==> src/rtl/data_mem_access_sequencer_if.sv <==
// Request and byte-memory bus bundle for the
// data memory access sequencer.
interface data_mem_access_sequencer_if #(
  parameter int ADDR_W = 32,
  parameter int DATA_W = 32
);
  logic              req_in;
  logic              we_in;
  logic [1:0]        size_in;
  logic              sign_in;
  logic [ADDR_W-1:0] addr_in;
  logic [DATA_W-1:0] wd_in;
  logic              busy_out;
  logic              done_out;
  logic              err_out;
  logic [DATA_W-1:0] rd_out;
  logic [ADDR_W-1:0] mem_addr_out;
  logic              mem_we_out;
  logic [7:0]        mem_wd_out;
  logic [7:0]        mem_rd_in;

  modport master (
    output req_in, we_in, size_in, sign_in,
    output addr_in, wd_in, mem_rd_in,
    input  busy_out, done_out, err_out, rd_out,
    input  mem_addr_out, mem_we_out, mem_wd_out
  );

  modport slave (
    input  req_in, we_in, size_in, sign_in,
    input  addr_in, wd_in, mem_rd_in,
    output busy_out, done_out, err_out, rd_out,
    output mem_addr_out, mem_we_out, mem_wd_out
  );
endinterface

==> src/rtl/data_mem_access_sequencer.sv <==
// Splits byte/half/word load-store requests into
// single-byte accesses on a byte-wide data memory.
module data_mem_access_sequencer #(
  parameter int ADDR_W = 32,
  parameter int DATA_W = 32
) (
  input logic clk_in,
  input logic reset_in,
  data_mem_access_sequencer_if.slave bus
);

  localparam logic [1:0] S_IDLE   = 2'd0;
  localparam logic [1:0] S_ACCESS = 2'd1;
  localparam logic [1:0] S_DONE   = 2'd2;

  logic [1:0]        state;
  logic [1:0]        cnt;
  logic [1:0]        last;
  logic              we_q;
  logic              sign_q;
  logic              err_q;
  logic [DATA_W-1:0] wd_q;
  logic [DATA_W-1:0] asm_q;
  logic [DATA_W-1:0] rd_q;
  logic [ADDR_W-1:0] maddr_q;
  logic [7:0]        mwd_q;

  logic [1:0]        req_last;
  logic              req_err;
  logic [1:0]        cnt_nx;
  logic [DATA_W-1:0] asm_nx;
  logic [DATA_W-1:0] ld_val;

  assign cnt_nx = cnt + 2'd1;

  assign bus.busy_out     = (state != S_IDLE);
  assign bus.done_out     = (state == S_DONE);
  assign bus.err_out      = (state == S_DONE) & err_q;
  assign bus.rd_out       = rd_q;
  assign bus.mem_addr_out = maddr_q;
  assign bus.mem_wd_out   = mwd_q;
  assign bus.mem_we_out   = (state == S_ACCESS) & we_q;

  // Decode request size into last byte index and alignment error
  always_comb begin
    req_last = 2'd0;
    req_err  = 1'b0;
    unique case (1'b1)
      bus.size_in == 2'b00: req_last = 2'd0;
      bus.size_in == 2'b01: begin
        req_last = 2'd1;
        req_err  = bus.addr_in[0];
      end
      bus.size_in == 2'b10: begin
        req_last = 2'd3;
        req_err  = |bus.addr_in[1:0];
      end
      default: req_err = 1'b1;
    endcase
  end

  // Merge the byte being read this cycle into its lane
  always_comb begin
    asm_nx = asm_q;
    asm_nx[{cnt, 3'b000} +: 8] = bus.mem_rd_in;
  end

  // Zero/sign extend the assembled value from bit 8N-1
  always_comb begin
    ld_val = asm_nx;
    unique case (last)
      2'd0: ld_val = {{(DATA_W-8){sign_q & asm_nx[7]}},
                      asm_nx[7:0]};
      2'd1: ld_val = {{(DATA_W-16){sign_q & asm_nx[15]}},
                      asm_nx[15:0]};
      default: ld_val = asm_nx;
    endcase
  end

  // Sequencer state, request latches and memory-side registers
  always_ff @(posedge clk_in or negedge reset_in) begin
    if (!reset_in) begin
      state   <= S_IDLE;
      cnt     <= '0;
      last    <= '0;
      we_q    <= 1'b0;
      sign_q  <= 1'b0;
      err_q   <= 1'b0;
      wd_q    <= '0;
      asm_q   <= '0;
      rd_q    <= '0;
      maddr_q <= '0;
      mwd_q   <= '0;
    end else begin
      unique case (state)
        S_IDLE: begin
          if (bus.req_in) begin
            we_q   <= bus.we_in;
            sign_q <= bus.sign_in;
            wd_q   <= bus.wd_in;
            last   <= req_last;
            err_q  <= req_err;
            cnt    <= '0;
            asm_q  <= '0;
            if (req_err) begin
              state <= S_DONE;
            end else begin
              state   <= S_ACCESS;
              maddr_q <= bus.addr_in;
              mwd_q   <= bus.wd_in[7:0];
            end
          end
        end
        S_ACCESS: begin
          if (!we_q) asm_q <= asm_nx;
          if (cnt == last) begin
            state <= S_DONE;
            if (!we_q) rd_q <= ld_val;
          end else begin
            cnt     <= cnt_nx;
            maddr_q <= maddr_q + 1'b1;
            mwd_q   <= wd_q[{cnt_nx, 3'b000} +: 8];
          end
        end
        S_DONE: state <= S_IDLE;
        default: state <= S_IDLE;
      endcase
    end
  end

endmodule
==> src/flat_wrapper.sv <==
// flat-port wrapper written by rule: the top's interface ports become plain ports
module data_mem_access_sequencer_flat 
#(
  parameter int ADDR_W = 32,
  parameter int DATA_W = 32
)
  (clk_in, reset_in, bus_req_in, bus_we_in, bus_size_in, bus_sign_in, bus_addr_in, bus_wd_in, bus_mem_rd_in, bus_busy_out, bus_done_out, bus_err_out, bus_rd_out, bus_mem_addr_out, bus_mem_we_out, bus_mem_wd_out);
  data_mem_access_sequencer_if #(.ADDR_W(ADDR_W), .DATA_W(DATA_W)) bus_i ();
  input logic clk_in;
  input logic reset_in;
  input wire logic [$bits(bus_i.req_in)-1:0] bus_req_in;
  input wire logic [$bits(bus_i.we_in)-1:0] bus_we_in;
  input wire logic [$bits(bus_i.size_in)-1:0] bus_size_in;
  input wire logic [$bits(bus_i.sign_in)-1:0] bus_sign_in;
  input wire logic [$bits(bus_i.addr_in)-1:0] bus_addr_in;
  input wire logic [$bits(bus_i.wd_in)-1:0] bus_wd_in;
  input wire logic [$bits(bus_i.mem_rd_in)-1:0] bus_mem_rd_in;
  output wire logic [$bits(bus_i.busy_out)-1:0] bus_busy_out;
  output wire logic [$bits(bus_i.done_out)-1:0] bus_done_out;
  output wire logic [$bits(bus_i.err_out)-1:0] bus_err_out;
  output wire logic [$bits(bus_i.rd_out)-1:0] bus_rd_out;
  output wire logic [$bits(bus_i.mem_addr_out)-1:0] bus_mem_addr_out;
  output wire logic [$bits(bus_i.mem_we_out)-1:0] bus_mem_we_out;
  output wire logic [$bits(bus_i.mem_wd_out)-1:0] bus_mem_wd_out;
  assign bus_i.req_in = bus_req_in;
  assign bus_i.we_in = bus_we_in;
  assign bus_i.size_in = bus_size_in;
  assign bus_i.sign_in = bus_sign_in;
  assign bus_i.addr_in = bus_addr_in;
  assign bus_i.wd_in = bus_wd_in;
  assign bus_i.mem_rd_in = bus_mem_rd_in;
  assign bus_busy_out = bus_i.busy_out;
  assign bus_done_out = bus_i.done_out;
  assign bus_err_out = bus_i.err_out;
  assign bus_rd_out = bus_i.rd_out;
  assign bus_mem_addr_out = bus_i.mem_addr_out;
  assign bus_mem_we_out = bus_i.mem_we_out;
  assign bus_mem_wd_out = bus_i.mem_wd_out;
  data_mem_access_sequencer #(.ADDR_W(ADDR_W), .DATA_W(DATA_W)) u_core (.clk_in(clk_in), .reset_in(reset_in), .bus(bus_i));
endmodule
==> config.mk <==
export PLATFORM = sky130hd
export DESIGN_NAME = data_mem_access_sequencer_flat
export DESIGN_NICKNAME = d
export VERILOG_FILES = /design/src/rtl/data_mem_access_sequencer_if.sv /design/src/rtl/data_mem_access_sequencer.sv /design/src/flat_wrapper.sv
export SDC_FILE = /design/constraint.sdc
export NUM_CORES = 1
export LEC_CHECK = 0
export BUFFER_PORTS_ARGS = -buffer_cell sky130_fd_sc_hd__clkbuf_2
export CORE_MARGIN = 2
export CORE_UTILIZATION = 40
export DETAILED_ROUTE_END_ITERATION = 6
export PLACE_DENSITY = 0.76
export SLEW_MARGIN = 20
export SYNTH_ARGS = -nofsm -noshare
export SYNTH_HDL_FRONTEND = slang
export SYNTH_SLANG_ARGS = --single-unit
export TNS_END_PERCENT = 50
==> constraint.sdc <==
create_clock -name clk_in -period 2.1 [get_ports clk_in]
set_clock_uncertainty 0.2 [all_clocks]
set_input_delay 0.105 -clock clk_in [delete_from_list [all_inputs] [get_ports clk_in]]
set_output_delay 0.105 -clock clk_in [all_outputs]
set_load 0.1 [all_outputs]
# Word-level counts from Yosys, hierarchy flattened
# Cells that the tools add are included.
# W data, S select, Z words.
# word_totals
ff_bits	145
input_bits	79
# op_classes
add_sub_neg	3
n_eq_ne	11
shift	3
muxes	22
n_bitwise	5
n_reduce_logical	12
# op_table
op	count
$pmux W32 S2	3
$mux W32	5
$add A32 B1 Y32 const B	1
$bwmux W32	1
$shift A8 B7 Y32 const A	1
$shiftx A32 B6 Y8	1
$shiftx A8 B7 Y32	1
$mux W8	3
$pmux W8 S2	1
$pmux W2 S2	3
$mux W2	5
$ne A2 B2 Y1 const B	5
$reduce_and A3 Y1	3
$neg A5 Y7	1
$eq A2 B1 Y1 const B	3
$logic_not A2 Y1	3
$and A1 B1 Y1	4
$eq A2 B2 Y1 const B	2
$reduce_and A2 Y1	2
$reduce_and A4 Y1	1
$reduce_bool A2 Y1	2
$pmux W1 S3	1
$add A2 B1 Y2 const B	1
$eq A2 B2 Y1	1
other kinds (2)	2

# Depth between registers and ports, before layout
# depth
ltp_word	5
mapped_depth	10
ltp_nobuf	8

# Worst setup path before layout
# Ideal clock, no wire load.
# synth_timing
path_type	reg2out
startpoint	reg u_core.state[0]
endpoint	out bus_err_out
arrival_time_ns	2.691
path_slack_ns	-0.896
path_stages_with_launch	3
path_buffers	0
path_cell_list	dfrtp_1 -> nor2b_1 -> and2_1
# synth_via
elab_chain_cells	2
# synth_lines
item	line_no	source
start: declaration	data_mem_access_sequencer.sv:16	logic [1:0] state;
start signal: assignment	data_mem_access_sequencer.sv:83	state <= S_IDLE;
start signal: assignment	data_mem_access_sequencer.sv:106	state <= S_DONE;
start signal: assignment	data_mem_access_sequencer.sv:108	state <= S_ACCESS;
$eq A2 B2 Y1	-	
net bus_done_out	flat_wrapper.sv:19	output wire logic [$bits(bus_i.done_out)-1:0] bus_done_out;
$and A1 B1 Y1	data_mem_access_sequencer.sv:38	assign bus.err_out = (state == S_DONE) & err_q;
end: declaration	flat_wrapper.sv:20	output wire logic [$bits(bus_i.err_out)-1:0] bus_err_out;
# The timed path passes the listed nets, and every way through them passes these cells.

# Final worst setup path
# layout_timing
startpoint	reg u_core.cnt[0]
endpoint	reg u_core.rd_q[25] (netlist: u_core.bus.rd_out[25])
# layout_via
elab_chain_cells	5
# layout_lines
item	line_no	source
start: declaration	data_mem_access_sequencer.sv:17	logic [1:0] cnt;
start signal: assignment	data_mem_access_sequencer.sv:120	cnt <= cnt_nx;
$neg A5 Y7	data_mem_access_sequencer.sv:65	asm_nx[{cnt, 3'b000} +: 8] = bus.mem_rd_in;
$shiftx A8 B7 Y32 / $shift A8 B7 Y32 (equally long branches)	data_mem_access_sequencer.sv:65	
$bwmux W32	data_mem_access_sequencer.sv:65	
$and A1 B1 Y1 (on tied branches)	data_mem_access_sequencer.sv:74, data_mem_access_sequencer.sv:72	
$pmux W32 S2	data_mem_access_sequencer.sv:71	unique case (last)
end signal: assignment	data_mem_access_sequencer.sv:118	if (!we_q) rd_q <= ld_val;
end: declaration	data_mem_access_sequencer.sv:24	logic [DATA_W-1:0] rd_q;
# Parallel ways exist; a longest one is shown, timed or not.
# A chain may end at the register's enable or synchronous reset.

==> impl_metrics.yaml <==
timing:
  fin_ws_ns: -0.02347
  worst_pin_slew_ns: 0.7290
  setup_violations: 6
  slew_viol_final: 0
  post-route-period-util_pct: 101.1
  rsz0062_at_grt: "true"
  period_needed_ns: 2.123
  holdWs_ns: 0.2513
  final_hold_viol_count: 0
  slew_headroom_pct: 51.40
  max_freq_mhz: 470.9
clock_network:
  clock_latency_ns: 0.43
  cts_tree: "yes"
  root_buffer: "clkbuf_16"
  cts_max_level: 4
  cts_sinks: 145
  clock_path_buffers: 2
  clk_pin_slew_ns: 0.06
  cts_buffers: 17
placed_design:
  postPlaceCellArea_mm2: 0.008625
  hpwl_um: 13680
  io_buffer_count: 154
  dp.cells: 1077
  place.gp.congestion: 0.8630
floorplan:
  initial_core_util_pct: 41.11
  coreArea_mm2: 0.01742
  io_pins: 155
  die-area_mm2: 0.01898
  placementRows: 48
  dieHeight_um: 137.8
  fp.dieW_um: 137.8
finish:
  n_antenna_cell: 0
  layout-drive-gt1-share_pct: 36.64
  layout.nets: 1044
  fin_cells: 1194
  fillers: 1405
  fin_area_mm2: 0.01015
  final_core_util_pct: 58.29
  area_growth_pct: 41.80
routing:
  route.detailed.drc: 0
  vias: 6616
  drt-vias-per-instance: 5.541
  wl_um: 21170
  antenna_left: 0
  drt_pass1_iterations: 6
  wire_per_inst_um: 17.73
  dr.first_iter.drc_count: 489
grt:
  grt_use_total_pct: 22.68
  grt_max_degree: 57
  grt_first_pass_wirelength_um: 33310
  grt_pass1_vias: 6515
  antenna_found_initial: 0
  gr-total-overflow: 0
synthesis:
  synth_edf_count: 0
  ys_types: 61
  synthMuxAreaShare_pct: 8.179
  synthAdderAreaFrac_pct: 1.573
  synth_top_family_by_area: "compound AO/OA/AOI/OAI gates"
  yosys-top-cells-area: "dfrtp_1 51%, mux2_2 5.7%, a21oi_1 4.6%, a22o_1 4.4%, nand2_1 3.7%"
  postSynthAreaPerCell_um2: 10.30
  synth_area_mm2: 0.007159
  async_flop_share_pct: 100.0
  yosys_warnings: 0
  synth-compound-area-share_pct: 19.63
  ys.flop_type: "dfrtp_1"
  ys_seq_elements: 145
  seq_area_frac_synth_pct: 50.68
  synthXorXnorAreaFrac_pct: 0.4893
  syn_inst: 695
  synth.largest_area_cell: "dfrtp_1"
  netlist.area_leader.share_pct: 50.68
  synth_nets: 783
  yosys.area_share.simple_pct: 16.17
worst_setup_path:
  path_max_fanout: 16
  crit_family: "compound AO/OA/AOI/OAI gates"
  critical_path_class: "flop to flop"
  cp-end-kind: "flop"
  critical_path_required_ns: 2.25
  crit_path_top_delay_cell: "dfrtp_1"
  cpPeakStageDelay_ns: 0.44
  cp.arrival_ns: 2.27
  crit_chain: "inv_4 -> ha_4 -> nand2b_4 -> nor4_4 -> a22o_1 -> a21oi_4 -> buf_12 -> a21oi_1"
  critPathBufInv: 2
  startpoint_type: "flop"
run_status:
  run_status: "finished with violations"
  violations: "negative setup slack"
hold_path:
  hold_path.class: "input port to flop"
job:
  drv_cap: 0
[cell usage after synthesis, drive strengths merged, types with 3 or more instances]
master	number
a211oi	3
a21oi	67
a22o	36
a22oi	12
a311oi	3
a31oi	12
a32oi	3
and2	8
and3	8
and4	5
buf	23
clkbuf	19
dfrtp	145
ha	9
inv	10
mux2	36
mux4	8
nand2	72
nand2b	7
nand3	17
nand4	9
nor2	68
nor2b	11
nor3	7
nor4	8
o211ai	5
o21a	3
o21ai	30
o22a	13
o22ai	7
o2bb2a	3
o32ai	3
[cell families after synthesis]
| family | Yosys count |
|---|---|
| simple gates | 230 |
| compound gates | 209 |
| flops | 145 |
| buf+inv | 54 |
| mux | 44 |
| fa+ha+maj | 9 |
| xor+xnor | 4 |
[final cells by class]
class | count | area [µm²] | area share (%)
Clock buffer | 18 | 439.2 | 4.326
Clock inverter | 14 | 116.4 | 1.146
Inverter | 12 | 53.80 | 0.5300
Multi-Input combinational cell | 496 | 3485 | 34.32
Sequential cell | 145 | 3715 | 36.59
Tap cell | 225 | 281.5 | 2.773
Timing Repair Buffer | 284 | 2062 | 20.31
[worst paths after layout]
check	from	to	slack [ns]	cells past startpoint
hold / removal	bus_wd_in[18]	u_core.wd_q[18]	0.25	3
max in group asynchronous	reset_in	u_core.bus.mem_addr_out[9]	0.48	4
setup reg to reg	u_core.cnt[0]	u_core.bus.rd_out[25]	-0.02	8
setup / recovery	u_core.cnt[0]	u_core.bus.rd_out[25]	-0.02	8
min in group asynchronous	reset_in	u_core.bus.mem_addr_out[3]	0.52	3
hold reg to reg	u_core.asm_q[9]	u_core.asm_q[9]	0.29	2
[timing repair]
item / 4_1_cts / 5_1_grt
endpoints found under the hold margin: 260 / 0
buffers inserted: 1 / 6
hold buffers: 79 / 0
gates resized for setup: 1 / 30
pin swaps: 1 / 8
endpoints found under the setup margin: 21 / 66
[layer usage]
layer | global-route usage [%] | vias to the layer above | part of all wire [%]
met5 | 0 | - | 0
met4 | 7.766 | 0 | 2.3
li1 | - | 3089 | -
met2 | 38.06 | 242 | 49
met3 | 5.666 | 46 | 6.3
met1 | 28.60 | 3239 | 43
[worst reg2reg max path, delay by kind of cell (launching register included)]
kind / cells / cell delay [ns]
buf+inv: 2 / 0.24
flops: 1 / 0.44
compound gates: 3 / 0.49
simple gates: 2 / 0.37
fa+ha+maj: 1 / 0.30
[cell usage in the layout (no fill, tap or decap), types with 4 or more instances in the layout]
cell type | synthesis | routed
a22o_1 | 36 | 36
mux4_2 | 8 | 8
nand4_1 | 8 | 8
and3_1 | 8 | 7
dfrtp_1 | 145 | 116
inv_1 | 9 | 7
nor4_4 | 3 | 4
clkinvlp_4 | 0 | 4
clkbuf_16 | 0 | 17
ha_1 | 9 | 5
buf_4 | 4 | 42
nor3_1 | 7 | 7
o22ai_1 | 7 | 7
nor2_1 | 68 | 66
dfrtp_2 | 0 | 9
nand2_1 | 71 | 71
a21oi_2 | 0 | 6
nor2b_1 | 11 | 8
and2_1 | 7 | 5
dlygate4sd3_1 | 0 | 79
buf_12 | 0 | 7
clkinv_2 | 0 | 7
nand2b_1 | 7 | 5
o211ai_1 | 5 | 5
and4_1 | 5 | 4
buf_6 | 0 | 4
nand3_1 | 16 | 16
a22oi_1 | 12 | 12
dfrtp_4 | 0 | 20
o22a_1 | 13 | 13
clkbuf_2 | 2 | 151
mux2_2 | 36 | 36
a31oi_1 | 12 | 11
a21oi_1 | 66 | 58
o21ai_0 | 29 | 29
[stage by stage]
step	TNS, ns	setup slack [ns]
after floorplan	-1.659	-0.09413
after global placement	0	0.007431
after detailed placement	-0.4209	-0.07601
after CTS	0	0.002391
after global routing	-1.029	-0.08418
final	-0.04627	-0.02347
[registers in the layout (all words and copies together), names as in the netlist, 2 cells and up]
name,flops
u_core.asm_q,32
u_core.bus.mem_addr_out,32
u_core.bus.rd_out,32
u_core.wd_q,32
u_core.bus.mem_wd_out,8
u_core.cnt,2
u_core.last,2
u_core.state,2
Power is left out: the tool's default activity adds up to more than one toggle a clock period on the data nets, which glitch-free logic cannot reach.
